==> config.mk <==
export PLATFORM = sky130hd
export DESIGN_NAME = btn_cmd_queue_flat
export DESIGN_NICKNAME = d
export VERILOG_FILES = /design/src/rtl/btn_cmd_pkg.sv /design/src/rtl/btn_cmd_queue_if.sv /design/src/rtl/cmd_fifo.sv /design/src/rtl/btn_cmd_queue.sv /design/src/flat_wrapper.sv
export SDC_FILE = /design/constraint.sdc
export NUM_CORES = 1
export LEC_CHECK = 0
export ABC_AREA = 1
export BUFFER_PORTS_ARGS = -buffer_cell sky130_fd_sc_hd__buf_2
export CORE_MARGIN = 1
export CORE_UTILIZATION = 55
export DETAILED_ROUTE_END_ITERATION = 10
export PLACE_DENSITY = 0.83
export SYNTH_ARGS = -nofsm -noshare
export SYNTH_HDL_FRONTEND = slang
export SYNTH_SLANG_ARGS = --single-unit
==> constraint.sdc <==
create_clock -name clk -period 2.5 [get_ports clk]
set_input_delay 0.125 -clock clk [delete_from_list [all_inputs] [get_ports clk]]
set_output_delay 0.125 -clock clk [all_outputs]
set_load 0.1 [all_outputs]
==> src/rtl/btn_cmd_pkg.sv <==
// Shared encodings for the button command queue: op codes, FSM states, entry width.
// Pure declarations; no timing or flow control of its own.
package btn_cmd_pkg;

    typedef enum logic {
        OP_RD = 1'b0,
        OP_WR = 1'b1
    } op_e;

    typedef enum logic [1:0] {
        ST_IDLE        = 2'd0,
        ST_ISSUE       = 2'd1,
        ST_WAIT_ACCEPT = 2'd2,
        ST_WAIT_DONE   = 2'd3
    } state_e;

    localparam int DEF_ADDR_W = 32;

    // Queue entry is {op, addr}
    function automatic int entry_w(input int addr_w);
        return addr_w + 1;
    endfunction

endpackage

==> src/rtl/btn_cmd_queue_if.sv <==
// Button-pulse inputs, SD controller handshake and status outputs of the command queue.
// Slave side is the queue; master side drives pulses and sd_ready.
interface btn_cmd_queue_if
    import btn_cmd_pkg::*;
#(
    parameter int ADDR_W = DEF_ADDR_W,
    parameter int DEPTH  = 4
);
    localparam int LVL_W = $clog2(DEPTH) + 1;

    logic              pulse_rd;
    logic              pulse_wr;
    logic              pulse_up;
    logic              pulse_dn;
    logic              sd_ready;
    logic              sd_rd;
    logic              sd_wr;
    logic [ADDR_W-1:0] sd_addr;
    logic [ADDR_W-1:0] cur_addr;
    logic [LVL_W-1:0]  q_level;
    logic              busy;
    logic [7:0]        drop_cnt;
    logic              timeout_err;

    modport master (
        output pulse_rd, pulse_wr, pulse_up, pulse_dn, sd_ready,
        input  sd_rd, sd_wr, sd_addr, cur_addr, q_level, busy, drop_cnt, timeout_err
    );

    modport slave (
        input  pulse_rd, pulse_wr, pulse_up, pulse_dn, sd_ready,
        output sd_rd, sd_wr, sd_addr, cur_addr, q_level, busy, drop_cnt, timeout_err
    );

endinterface

==> src/rtl/cmd_fifo.sv <==
// Synchronous DEPTH x WIDTH FIFO with registered count; push visible one cycle later, head read is combinational.
// No backpressure policy: push on full and pop on empty are ignored, the parent decides what to drop.
module cmd_fifo #(
    parameter int DEPTH = 4,
    parameter int WIDTH = 33
) (
    input  logic                     clk,
    input  logic                     rst,
    input  logic                     push,
    input  logic [WIDTH-1:0]         push_dat,
    input  logic                     pop,
    output logic [WIDTH-1:0]         head_dat,
    output logic                     full,
    output logic                     empty,
    output logic [$clog2(DEPTH):0]   level
);
    localparam int PTR_W = $clog2(DEPTH);

    logic [WIDTH-1:0] mem [DEPTH];
    logic [PTR_W-1:0] wr_ptr;
    logic [PTR_W-1:0] rd_ptr;
    logic [PTR_W:0]   count_q;
    logic             do_push;
    logic             do_pop;

    assign full     = (count_q == (PTR_W+1)'(DEPTH));
    assign empty    = (count_q == '0);
    assign level    = count_q;
    assign head_dat = mem[rd_ptr];
    assign do_push  = push & ~full;
    assign do_pop   = pop & ~empty;

    always_ff @(posedge clk) begin
        if (do_push) begin
            mem[wr_ptr] <= push_dat;
        end
    end

    always_ff @(posedge clk) begin
        if (rst) begin
            wr_ptr  <= '0;
            rd_ptr  <= '0;
            count_q <= '0;
        end else begin
            if (do_push) begin
                wr_ptr <= wr_ptr + 1'b1;
            end
            if (do_pop) begin
                rd_ptr <= rd_ptr + 1'b1;
            end
            count_q <= count_q + {{PTR_W{1'b0}}, do_push} - {{PTR_W{1'b0}}, do_pop};
        end
    end

endmodule

==> src/rtl/btn_cmd_queue.sv <==
// Turns debounced button pulses into queued SD read/write commands; strobe 2 cycles after a press into an idle queue.
// Presses are dropped (and counted) when the queue is full; issue waits on sd_ready with a bounded accept timeout.
module btn_cmd_queue
    import btn_cmd_pkg::*;
#(
    parameter int DEPTH    = 4,
    parameter int ADDR_W   = DEF_ADDR_W,
    parameter int ADDR_MAX = 1023,
    parameter int TIMEOUT  = 1_000_000
) (
    input  logic           clk,
    input  logic           rst,
    btn_cmd_queue_if.slave bus
);
    localparam int ENTRY_W = entry_w(ADDR_W);
    localparam int LVL_W   = $clog2(DEPTH) + 1;
    localparam int TO_W    = $clog2(TIMEOUT + 1);
    localparam logic [ADDR_W-1:0] MAX_A   = ADDR_W'(ADDR_MAX);
    localparam logic [TO_W-1:0]   TO_LAST = TO_W'(TIMEOUT - 1);

    logic [ADDR_W-1:0]  cur_addr_q;
    logic [ADDR_W-1:0]  sd_addr_q;
    op_e                op_q;
    op_e                push_op;
    state_e             state_q;
    state_e             state_d;
    logic [TO_W-1:0]    to_cnt_q;
    logic               to_fire;
    logic               timeout_err_q;
    logic [7:0]         drop_cnt_q;
    logic [1:0]         drop_inc;
    logic [8:0]         drop_sum;
    logic               any_press;
    logic               push;
    logic               pop;
    logic               full;
    logic               empty;
    logic [ENTRY_W-1:0] push_dat;
    logic [ENTRY_W-1:0] head_dat;
    logic [LVL_W-1:0]   level;

    // Sector address; simultaneous up and down cancel out
    always_ff @(posedge clk) begin
        if (rst) begin
            cur_addr_q <= '0;
        end else if (bus.pulse_up && !bus.pulse_dn) begin
            cur_addr_q <= (cur_addr_q == MAX_A) ? '0 : cur_addr_q + 1'b1;
        end else if (bus.pulse_dn && !bus.pulse_up) begin
            cur_addr_q <= (cur_addr_q == '0) ? MAX_A : cur_addr_q - 1'b1;
        end
    end

    // Read wins a rd/wr collision; fullness uses the pre-pop count so a same-cycle pop never rescues a push
    assign any_press = bus.pulse_rd | bus.pulse_wr;
    assign push      = any_press & ~full;
    assign push_op   = bus.pulse_rd ? OP_RD : OP_WR;
    assign push_dat  = {push_op, cur_addr_q};
    assign drop_inc  = {1'b0, bus.pulse_rd & bus.pulse_wr} + {1'b0, any_press & full};
    assign drop_sum  = {1'b0, drop_cnt_q} + {7'd0, drop_inc};

    always_ff @(posedge clk) begin
        if (rst) begin
            drop_cnt_q <= '0;
        end else begin
            drop_cnt_q <= (drop_sum > 9'd255) ? 8'hFF : drop_sum[7:0];
        end
    end

    cmd_fifo #(
        .DEPTH (DEPTH),
        .WIDTH (ENTRY_W)
    ) u_fifo (
        .clk      (clk),
        .rst      (rst),
        .push     (push),
        .push_dat (push_dat),
        .pop      (pop),
        .head_dat (head_dat),
        .full     (full),
        .empty    (empty),
        .level    (level)
    );

    always_comb begin
        state_d = state_q;
        pop     = 1'b0;
        to_fire = 1'b0;
        case (state_q)
            ST_IDLE: begin
                if (!empty && bus.sd_ready) begin
                    state_d = ST_ISSUE;
                    pop     = 1'b1;
                end
            end
            ST_ISSUE: begin
                state_d = ST_WAIT_ACCEPT;
            end
            ST_WAIT_ACCEPT: begin
                if (!bus.sd_ready) begin
                    state_d = ST_WAIT_DONE;
                end else if (to_cnt_q == TO_LAST) begin
                    state_d = ST_IDLE;
                    to_fire = 1'b1;
                end
            end
            ST_WAIT_DONE: begin
                if (bus.sd_ready) begin
                    state_d = ST_IDLE;
                end
            end
            default: begin
                state_d = ST_IDLE;
            end
        endcase
    end

    always_ff @(posedge clk) begin
        if (rst) begin
            state_q       <= ST_IDLE;
            sd_addr_q     <= '0;
            op_q          <= OP_RD;
            to_cnt_q      <= '0;
            timeout_err_q <= 1'b0;
        end else begin
            state_q <= state_d;
            if (pop) begin
                sd_addr_q <= head_dat[ADDR_W-1:0];
                op_q      <= op_e'(head_dat[ADDR_W]);
            end
            to_cnt_q      <= (state_q == ST_WAIT_ACCEPT) ? to_cnt_q + 1'b1 : '0;
            timeout_err_q <= timeout_err_q | to_fire;
        end
    end

    assign bus.sd_rd       = (state_q == ST_ISSUE) && (op_q == OP_RD);
    assign bus.sd_wr       = (state_q == ST_ISSUE) && (op_q == OP_WR);
    assign bus.sd_addr     = sd_addr_q;
    assign bus.cur_addr    = cur_addr_q;
    assign bus.q_level     = level;
    assign bus.busy        = (state_q != ST_IDLE);
    assign bus.drop_cnt    = drop_cnt_q;
    assign bus.timeout_err = timeout_err_q;

endmodule

==> src/flat_wrapper.sv <==
// flat-port wrapper written by rule: the top's interface ports become plain ports
module btn_cmd_queue_flat import btn_cmd_pkg::*;
#(
    parameter int DEPTH    = 4,
    parameter int ADDR_W   = DEF_ADDR_W,
    parameter int ADDR_MAX = 1023,
    parameter int TIMEOUT  = 1_000_000
)
  (clk, rst, bus_pulse_rd, bus_pulse_wr, bus_pulse_up, bus_pulse_dn, bus_sd_ready, bus_sd_rd, bus_sd_wr, bus_sd_addr, bus_cur_addr, bus_q_level, bus_busy, bus_drop_cnt, bus_timeout_err);
  btn_cmd_queue_if #(.ADDR_W(ADDR_W), .DEPTH(DEPTH)) bus_i ();
  input  logic clk;
  input  logic rst;
  input wire logic [$bits(bus_i.pulse_rd)-1:0] bus_pulse_rd;
  input wire logic [$bits(bus_i.pulse_wr)-1:0] bus_pulse_wr;
  input wire logic [$bits(bus_i.pulse_up)-1:0] bus_pulse_up;
  input wire logic [$bits(bus_i.pulse_dn)-1:0] bus_pulse_dn;
  input wire logic [$bits(bus_i.sd_ready)-1:0] bus_sd_ready;
  output wire logic [$bits(bus_i.sd_rd)-1:0] bus_sd_rd;
  output wire logic [$bits(bus_i.sd_wr)-1:0] bus_sd_wr;
  output wire logic [$bits(bus_i.sd_addr)-1:0] bus_sd_addr;
  output wire logic [$bits(bus_i.cur_addr)-1:0] bus_cur_addr;
  output wire logic [$bits(bus_i.q_level)-1:0] bus_q_level;
  output wire logic [$bits(bus_i.busy)-1:0] bus_busy;
  output wire logic [$bits(bus_i.drop_cnt)-1:0] bus_drop_cnt;
  output wire logic [$bits(bus_i.timeout_err)-1:0] bus_timeout_err;
  assign bus_i.pulse_rd = bus_pulse_rd;
  assign bus_i.pulse_wr = bus_pulse_wr;
  assign bus_i.pulse_up = bus_pulse_up;
  assign bus_i.pulse_dn = bus_pulse_dn;
  assign bus_i.sd_ready = bus_sd_ready;
  assign bus_sd_rd = bus_i.sd_rd;
  assign bus_sd_wr = bus_i.sd_wr;
  assign bus_sd_addr = bus_i.sd_addr;
  assign bus_cur_addr = bus_i.cur_addr;
  assign bus_q_level = bus_i.q_level;
  assign bus_busy = bus_i.busy;
  assign bus_drop_cnt = bus_i.drop_cnt;
  assign bus_timeout_err = bus_i.timeout_err;
  btn_cmd_queue #(.DEPTH(DEPTH), .ADDR_W(ADDR_W), .ADDR_MAX(ADDR_MAX), .TIMEOUT(TIMEOUT)) u_core (.clk(clk), .rst(rst), .bus(bus_i));
endmodule
==> results.toml <==
[status]
status = "completed"

[floorplanning]
pin_count = 86
dieArea_sq_mm = 0.0214
die_y_um = 146
core_sq_mm = 0.0203
start_util_pct = 56.4
row_count = 52
die_x_um = 146

[final_layout]
fin_util_pct = 64.4
antenna_cells = 0
multi_input_area_sq_mm = 0.00471
area_growth_pct = 14.2
fin_nets = 1481
n_fill_cell = 1654
layout_common_cells = "nor2_1 (259), nand2_1 (222), o21ai_0 (140)"
final-seq-area_sq_mm = 0.00603
drive_gt1_share_pct = 15.0
final_common_cell = "nor2_1"

[sta]
slew_headroom_pct = 53.0
slew_viol_final = 0
tns_ns = 0
fin_skew_ns = 0.0177
min_period_ns = 2.26
fmax_mhz = 443
finalHoldViolCount = 0
grt_setup_unrepaired = "no"
timing.final.crit_share_pct = 90.4
setup-violations-final = 0
setup_ws_ns = 0.241
worst_pin_slew_ns = 0.705
hold_ws_ns = 0.0637

[critical_path]
crit_start = "u_core.u_fifo.level[2]"
end_kind = "register"
path_delay_family = "simple AND/OR/NAND/NOR gates"
cp_num_cells = 11
arrival_ns = 2.70
crit_slowest_cell = "fa_1"
timing.rr.start = "u_core.u_fifo.level[2]"
required_ns = 2.94
cp_slowest_stage_delay_ns = 0.40
crit_path_frequent_cell = "inv_1"
path_max_fanout = 6
r2r_cells = 11
reg2reg_to = "u_core.bus.drop_cnt[4]"
reg2reg_slack_ns = 0.24
cp-start-kind = "register"
crit_chain = "inv_1, nor3_1, o21ai_0, fa_1, inv_1, ha_1, nand3_1, nor3_2, and2_1, nand2_1, a21oi_1"
crit_type = "register to register"
endpoint = "u_core.bus.drop_cnt[4]"
critPathBufInv = 2

[routing]
num_vias = 9847
wirelength_mm = 28.6
ant_nets = 0
via_per_inst = 5.63
wire_per_inst_um = 16.4
drc = 0
drt_first_pass_iters = 5
dr.first_iter.drc_count = 764

[pwr]
cellLeakagePower_uw = 0.00521
vdd_ir_drop_max_v = 0.000624
powerDensity_mw_per_mm2 = 1110

[clock_network]
cts_buffer_depth = 3
cts_sinks = 235
root_buffer = "clkbuf_16"
clkLatencyLatePin_ns = 0.51
cts-htree-levels = 1
cts_tree = "done"
cts_buffers = 25
cts.clk_slew.worst_paths_ns = 0.06

[synth]
synth_top_area_share_pct = 34.6
avgSynthCellArea_sq_um = 8.35
ys.warnings.count = 0
ys_seq_area_share_pct = 52.7
synth.area.top_cells = "edfxtp_1 (35%), dfxtp_1 (18%), nor2_1 (8.7%)"
synth_nets = 1392
syn_area_sq_mm = 0.0114
ys_ff_latch = 235
synth_top_area_cell = "edfxtp_1"
syn_inst = 1371
synth_cell_types = 45

[worst_hold_path]
hold_path_class = "input port to register"
min_from = "bus_pulse_wr"

[global_route]
grt_antenna_before_repair = 0
grt_pass1_wl_mm = 46.2
grt_use_total_pct = 26.9
grt-ovfl-total = 0
grt_max_degree = 67
grt_pass1_vias = 9349

[placed_design]
dp_slack_ns = 0.206
hpwl_mm = 18.7
gp_congestion = 0.951
port_buffers = 85

[flow_run]
cap_viol_max_count = 0
==> registers in the layout, summed over array words and instances (netlist names) <==
name and count:
u_core.u_fifo.wr_ptr 2, u_core.u_fifo.rd_ptr 2, u_core.op_q 1, u_core.bus.sd_addr 32
u_core.state_q 2, u_core.u_fifo.mem 132, u_core.u_fifo.level 3, u_core.bus.cur_addr 32
u_core.bus.timeout_err 1, u_core.to_cnt_q 20, u_core.bus.drop_cnt 8
==> layout make-up <==
class	instances	share of cell area [%]
clock inverters	9	0.612
repair buffers	124	5.74
flip-flops and latches	235	46.2
well taps	270	2.58
multi-input cells	953	36.0
clock buffers	36	5.41
inverters	121	3.50
==> cell families after synthesis <==
kind of cell	share of synthesized area [%]
compound gates	11.6
xor+xnor	1.30
flops	52.7
simple gates	26.2
buf+inv	6.61
fa+ha+maj	1.66
==> metal layers <==
layer	wire length, um	vias up	global-route usage [%]
li1	-	4756	-
met1	11900	4587	34.9
met2	13700	446	46.0
met3	2370	58	3.59
met4	640	0	9.58
met5	0	-	0
==> Yosys cell counts (all sizes together) <==
library cell and instances:
a21o 1, nand2 231, nor3 20, and2 5, o211ai 4, nand3 91
edfxtp 132, nor2 294, or2 7, clkbuf 36, buf 26, nor4 3
ha 12, a31oi 3, a211oi 1, o31ai 1, fa 2, nand4 17
inv 119, o22ai 33, a21oi 63, clkinv 2, nor3b 1, dfxtp 103
xor2 15, o21a 2, nand3b 3, xnor2 2, o21ai 142
==> worst reg2reg max path: stages (launching register included) <==
cell and delay (ns):
dfxtp_4 0.35, inv_1 0.05, nor3_1 0.18, o21ai_0 0.15, fa_1 0.40, inv_1 0.07
ha_1 0.17, nand3_1 0.14, nor3_2 0.18, and2_1 0.17, nand2_1 0.15, a21oi_1 0.17
==> power by group <==
part / switching [uW] / total, uW / internal [uW]
registers: 457 / 5450 / 4990
clock network: 1450 / 3520 / 2070
logic: 4450 / 5580 / 1130
total: 6360 / 14600 / 8190
==> metrics by stage <==
step / area (sq um) / std cells / power, uW
final: 13100 / 1748 / 14600
after global routing: 13100 / 1748 / 15200
after CTS: 13100 / 1748 / 14600
after detailed placement: 12300 / 1700 / 11000
after global placement: 12300 / 1700 / 10900
after floorplan: 11500 / 1371 / 9880
==> what timing repair did <==
item | in CTS | in global routing
hold endpoints to repair | 7 | 0
setup buffers | 0 | 0
gates resized for setup | 0 | 1
endpoints found under the setup margin | 0 | 5
hold buffers | 3 | 0
==> worst min path at each step <==
stage                                        end  depth (start not counted)
after global placement    u_core.bus.timeout_err                          1
after global routing      u_core.bus.drop_cnt[0]                          4
after CTS                 u_core.bus.drop_cnt[0]                          4
final                     u_core.bus.drop_cnt[0]                          4
after floorplan               u_core.to_cnt_q[3]                          3
after detailed placement  u_core.bus.timeout_err                          1
(Power assumes the default switching activity.)
